==> src/rtl/rpn_tokenizer.sv <==
// rtl/rpn_tokenizer.sv - ASCII byte stream to number/operator/eol/invalid tokens
// Digit runs accumulate in NUM; a non-digit terminator stays on the input until the number token drains.
module rpn_tokenizer #(
   parameter int NUM_WIDTH = 16,
   parameter bit SATURATE  = 1'b1
) (
   input  logic                 clk,
   input  logic                 rst,
   input  logic [7:0]           in_data,
   input  logic                 in_valid,
   output logic                 in_ready,
   output logic                 tok_valid,
   input  logic                 tok_ready,
   output logic [1:0]           tok_kind,
   output logic [NUM_WIDTH-1:0] tok_num,
   output logic [1:0]           tok_op,
   output logic                 tok_err
);

   typedef enum logic [1:0] {IDLE, NUM, EMIT} state_t;

   localparam logic [1:0] K_NUM = 2'd0;
   localparam logic [1:0] K_OP  = 2'd1;
   localparam logic [1:0] K_EOL = 2'd2;
   localparam logic [1:0] K_BAD = 2'd3;

   state_t               state, state_n;
   logic [NUM_WIDTH-1:0] acc, acc_n, num_n, acc_step;
   logic                 ovf, ovf_n, err_n;
   logic [1:0]           kind_n, op_n, op_code;
   logic                 is_digit, is_space, is_op, is_eol;
   logic [NUM_WIDTH+3:0] acc_x, prod;
   logic                 prod_ovf;

   always_comb begin
      is_digit = (in_data >= 8'h30) && (in_data <= 8'h39);
      is_space = (in_data == 8'h20) || (in_data == 8'h09);
      is_eol   = (in_data == 8'h0A) || (in_data == 8'h0D);
      is_op    = 1'b1;
      op_code  = 2'd0;
      case (in_data)
         8'h2B:   op_code = 2'd0;
         8'h2D:   op_code = 2'd1;
         8'h2A:   op_code = 2'd2;
         8'h2F:   op_code = 2'd3;
         default: is_op = 1'b0;
      endcase
   end

   // acc*10 + d with four guard bits; anything above NUM_WIDTH is an overflow
   always_comb begin
      acc_x    = {4'b0000, acc};
      prod     = (acc_x << 3) + (acc_x << 1) + {{NUM_WIDTH{1'b0}}, in_data[3:0]};
      prod_ovf = |prod[NUM_WIDTH+3:NUM_WIDTH];
      acc_step = (prod_ovf && SATURATE) ? {NUM_WIDTH{1'b1}} : prod[NUM_WIDTH-1:0];
   end

   always_comb begin
      state_n  = state;
      acc_n    = acc;
      ovf_n    = ovf;
      kind_n   = tok_kind;
      num_n    = tok_num;
      op_n     = tok_op;
      err_n    = tok_err;
      in_ready = 1'b0;
      case (state)
         IDLE: begin
            in_ready = 1'b1;
            if (in_valid) begin
               if (is_digit) begin
                  acc_n   = NUM_WIDTH'(in_data[3:0]);
                  ovf_n   = 1'b0;
                  state_n = NUM;
               end else if (!is_space) begin
                  state_n = EMIT;
                  num_n   = '0;
                  op_n    = 2'd0;
                  err_n   = 1'b0;
                  if (is_op) begin
                     kind_n = K_OP;
                     op_n   = op_code;
                  end else if (is_eol) begin
                     kind_n = K_EOL;
                  end else begin
                     kind_n = K_BAD;
                     err_n  = 1'b1;
                  end
               end
            end
         end
         NUM: begin
            // Only digits and spaces are consumed; other terminators wait for IDLE
            in_ready = is_digit || is_space;
            if (in_valid) begin
               if (is_digit) begin
                  acc_n = acc_step;
                  ovf_n = ovf || prod_ovf;
               end else begin
                  state_n = EMIT;
                  kind_n  = K_NUM;
                  num_n   = acc;
                  op_n    = 2'd0;
                  err_n   = ovf;
               end
            end
         end
         EMIT: begin
            if (tok_ready) state_n = IDLE;
         end
         default: state_n = IDLE;
      endcase
   end

   always_ff @(posedge clk) begin
      if (rst) begin
         state    <= IDLE;
         acc      <= '0;
         ovf      <= 1'b0;
         tok_kind <= 2'd0;
         tok_num  <= '0;
         tok_op   <= 2'd0;
         tok_err  <= 1'b0;
      end else begin
         state    <= state_n;
         acc      <= acc_n;
         ovf      <= ovf_n;
         tok_kind <= kind_n;
         tok_num  <= num_n;
         tok_op   <= op_n;
         tok_err  <= err_n;
      end
   end

   assign tok_valid = (state == EMIT);

endmodule

==> config.mk <==
export PLATFORM = sky130hd
export DESIGN_NAME = rpn_tokenizer
export DESIGN_NICKNAME = d
export VERILOG_FILES = /design/src/rtl/rpn_tokenizer.sv
export SDC_FILE = /design/constraint.sdc
export NUM_CORES = 1
export LEC_CHECK = 0
export CAP_MARGIN = 25
export CORE_MARGIN = 5
export CORE_UTILIZATION = 40
export DETAILED_ROUTE_END_ITERATION = 8
export REMOVE_ABC_BUFFERS = 1
export SETUP_SLACK_MARGIN = 0.05
export SYNTH_ARGS = -nofsm -noshare
export SYNTH_HDL_FRONTEND = slang
export SYNTH_SLANG_ARGS = --single-unit
==> constraint.sdc <==
create_clock -name clk -period 3.8 [get_ports clk]
set_input_delay 0.76 -clock clk [delete_from_list [all_inputs] [get_ports clk]]
set_output_delay 0.76 -clock clk [all_outputs]
set_load 0.02 [all_outputs]
* After elaboration in Yosys (flattened, before gate mapping)
Index checks and enable logic that the tools add are counted.
** Storage, ports and cells
- Logic and storage cells :: 90
- ROM bits :: 0
- Bits in latches :: 0
- Output and inout bits :: 23
- Register bits :: 40
- Bits in writable memories :: 0
- Memories :: 0
- Input port bits :: 12
** Operators by class
- Bitwise operators :: 0
- $add $sub $neg :: 2
- Multiply operators :: 0
- Eq/ne operators :: 19
- Shifts and indexed selects :: 0
- Reduce and logical (&&, ||, !) cells :: 12
- Magnitude comparators :: 2
- Divide/modulo/power cells :: 0
- Multiplexer cells :: 48
** Operators with widths (number)
- $mux W16 :: 10
- $pmux W16 S2 :: 2
- $eq A8 B6 Y1 const B :: 5
- $mux W2 :: 16
- $eq A8 B4 Y1 const B :: 3
- $add A19 B17 Y20 :: 1
- $add A20 B4 Y20 :: 1
- $ne A2 B2 Y1 const B :: 7
- $mux W1 :: 13
- $pmux W2 S3 :: 2
- $reduce_and A5 Y1 :: 2
- $ge A8 B6 Y1 const B :: 1
- $le A8 B6 Y1 const B :: 1
- $pmux W2 S2 :: 2
- $reduce_or A4 Y1 :: 2
- $pmux W1 S2 :: 3
- $reduce_and A6 Y1 :: 1
- $logic_or A1 B1 Y1 :: 4
- $ne A3 B3 Y1 const B :: 1
- $eq A2 B1 Y1 const B :: 1
- $eq A2 B2 Y1 const B :: 1
- $logic_not A2 Y1 :: 1
- $ne A2 B1 Y1 const B :: 1
- $reduce_bool A2 Y1 :: 1
- $logic_and A1 B1 Y1 :: 1

* Longest topological paths before layout
- Depth after elaboration :: 8
- Gate-level depth with buffers :: 13
- Mapped depth without buffers :: 12

* Worst setup path before layout
No wires, ideal clock.
- Kind :: input to register
- From :: in in_data[3]
- To :: reg acc[9]
- Path buffers :: 1
- Cell stages on the path :: 12
- Data arrival time :: 3.294 ns
- Library setup time :: 0.126 ns
- Path slack :: 0.380 ns
- Cell sequence :: fa_1 -> inv_1 -> fa_1 -> nor2b_1 -> o31a_1 -> o211ai_2 -> o21ai_2 -> a21oi_1 -> o32ai_2 -> and2_4 -> buf_6 -> o21ai_0
** On the way
- Word-level cells in the longest chain between the ends :: 6
** RTL lines
- start: declaration :: line 9 : input logic [7:0] in_data,
- $add A20 B4 Y20 :: line 53 : prod = (acc_x << 3) + (acc_x << 1) + {{NUM_WIDTH{1'b0}}, in_data[3:0]};
- $reduce_or A4 Y1 :: line 54 : prod_ovf = |prod[NUM_WIDTH+3:NUM_WIDTH];
- $mux W16 :: line 55 : acc_step = (prod_ovf && SATURATE) ? {NUM_WIDTH{1'b1}} : prod[NUM_WIDTH-1:0];
- $mux W16 :: line 96 : if (is_digit) begin
- $mux W16 :: line 95 : if (in_valid) begin
- $pmux W16 S2 :: line 67 : case (state)
- end signal: assignment :: line 126 : acc <= acc_n;
- end: declaration :: line 28 : logic [NUM_WIDTH-1:0] acc, acc_n, num_n, acc_step;
Parallel ways exist; a longest one is shown, timed or not. The select of a mux whose other input is x is not followed.
A chain may end at the register's enable or synchronous reset.

* Worst setup path after layout
- From :: in in_data[3]
- To :: reg acc[13]
The elaborated chain is that of the path after synthesis.

==> impl_metrics.ini <==
[cells_and_area]
area_growth_pct = 23.8
regArea_um2 = 801
n_fill_cell = 672
fin_nets = 418
multi_input_area_mm2 = 0.00182
n_antenna_cell = 0
layout-drive-gt1-share = 0.110
fin_util = 0.500

[global_routing]
grt_overflow = 0
antenna_found_initial = 0
grt_use_total = 0.166
grt_pass1_vias = 2499
grt_max_degree = 24
grt_pass1_wl_um = 11700

[yosys]
synth_top_area_cell = dfxtp_1
synth_area_mm2 = 0.00270
ys.flop_type = dfxtp_1
synthDistinctLibCells = 49
syn_inst = 330
ys_warn_count = 0
ys_async_sr_fraction = 0
seq_area_frac_synth = 0.297
ys_ff_latch = 40
syn_area_per_cell_um2 = 8.17
yosysMostFrequentCell = a21oi_1
synthDominantCellAreaShare = 0.297
ys_top_cells_by_count = 42 x a21oi_1, 40 x dfxtp_1, 40 x nand2_1
synth_edf_count = 0
synthTopCellsByArea = dfxtp_1 30%, ha_1 14%, a21oi_1 7.8%, nand2_1 5.6%, nand3_1 3.9%

[critical_path]
regToRegSetupSlack_ns = 0.69
crit_required_ns = 4.02
cp-end-kind = flop
crit_arrival_ns = 3.84
crit_path_max_fanout = 5
startpoint = in_data[3]
endpoint = acc[13]
criticalPathCategory = input pin to flop
rr_worst_depth = 12
timing.rr.end = acc[13]
r2r-start = acc[2]
startpoint_type = input pin

[sta]
hold_slack_ns = 0.449
tightest_slew_ns = 0.891
max_freq_mhz = 277
final_max_slew_viol_count = 0
setup_viol = 0
post-route-period-util = 0.951
timing.final.crit_period_ns = 3.62
worst_clock_skew_ns = 0.00967
finalSetupTns_ns = 0
finalHoldViolCount = 0
rsz0062_at_grt = no
setup_slack_ns = 0.185
maxSlewHeadroom = 0.404

[clock_tree]
h-tree-depth = 2
cts_tree = built
cts_sinks = 40
cts-resized-gates = 0
cts_root_buffer = clkbuf_8
clk_pin_slew_worst_paths_ns = 0.08
cts-buffers-inserted = 5
insertion_delay_ns = 0.29
cts_hold_buf = 0
cts.path.max_buffers = 2
cts_setup_buffers = 0

[place]
finalWeightedCongestion = 0.842
place_ws_ns = -0.218
port_buffers = 34
dp_hpwl_um = 5370

[route]
wire_per_inst_um = 15.1
wirelength_um = 6860
drtIter0Drc = 108
firstDrtPassIters = 4
drc_errors = 0
vias = 2499
drt.antenna.violating_nets = 0
vias_per_cell = 5.50

[floorplanning]
rows = 30
core_mm2 = 0.00668
die-area_mm2 = 0.00849
io_pins = 35
dieWidth_um = 92.1
die_y_um = 92.1
initial_core_util = 0.404

[hold_path]
hold_path.class = flop to flop

[pwr]
irDropWorstVdd_v = 0.000181
p_leak_nw = 1.33
p_per_area_mw_per_mm2 = 261
report.power.total_w = 0.000872

[run_status]
status = completed

[job]
max-cap-violations = 0
-- report_power, final --
group          total (W)  switching [W]  internal (W)
Combinational  0.0000812      0.0000464     0.0000348
Clock           0.000365       0.000150      0.000215
Sequential      0.000426     0.00000311      0.000423
Total           0.000872       0.000200      0.000672
-- worst min-delay path by stage --
stage / start / to / slack [ns] / cells after the start
final: tok_num[11] / tok_num[11] / 0.45 / 2
after floorplan: acc[10] / acc[10] / 0.46 / 2
after detailed placement: tok_num[13] / tok_num[13] / 0.44 / 2
after CTS: tok_num[11] / tok_num[11] / 0.45 / 2
after global placement: tok_num[13] / tok_num[13] / 0.44 / 2
after global routing: tok_num[11] / tok_num[11] / 0.48 / 2
-- stage by stage --
stage / area, µm² / instances
2_1_floorplan: 2630 / 315
3_3_place_gp: 3200 / 446
3_5_place_dp: 3200 / 446
4_1_cts: 3320 / 454
5_1_grt: 3340 / 454
6_report: 3340 / 454
-- cells by family after synthesis --
| group | share of synthesized area |
|---|---|
| buffers and inverters | 0.0334 |
| flip-flops | 0.297 |
| XOR/XNOR | 0.0422 |
| adder cells (fa/ha/maj) | 0.159 |
| AND/OR/NAND/NOR | 0.190 |
| AO/OA/AOI/OAI | 0.276 |
| multiplexers | 0.00371 |
-- area by class of cell --
type                            instances  share of cell area
Multi-Input combinational cell        268               0.546
Sequential cell                        40               0.240
Timing Repair Buffer                   51               0.140
Tap cell                               80              0.0300
Clock buffer                            6              0.0247
Clock inverter                          2              0.0116
Inverter                                7             0.00787
-- per-layer routing --
metal  share of wire  GRT usage  up-vias
met5               0          0        -
met4          0.0082     0.0396        0
met3           0.038     0.0336        5
met2            0.49      0.288       51
met1            0.47      0.211     1136
li1                -          -     1307
-- worst max-delay path, stage by stage --
cell             delay [ns]
clkdlybuf4s50_1        0.45
fa_1                   0.53
inv_1                  0.06
fa_1                   0.44
nor2b_1                0.15
o31a_1                 0.21
o211ai_2               0.14
o211a_1                0.25
nor3_2                 0.21
o32ai_2                0.12
buf_4                  0.18
a31o_2                 0.20
a21oi_1                0.13
-- sequential cells by signal, indices dropped and copies added (netlist names) --
register  cells
acc          16
tok_num      16
tok_op        2
ovf           1
state         2
tok_err       1
tok_kind      2
-- placed cells by master (no fill, tap or decap), drive strengths merged, types with 6 or more instances in the layout --
cell type	instances
nand2	40
nor2	22
o21ai	19
buf	17
a21oi	42
xnor2	10
clkbuf	6
dfxtp	40
clkdlybuf4s50	34
ha	31
nor3	6
nand3	21
inv	7
a21o	7
No activity file was read; power rests on OpenSTA's default activity.
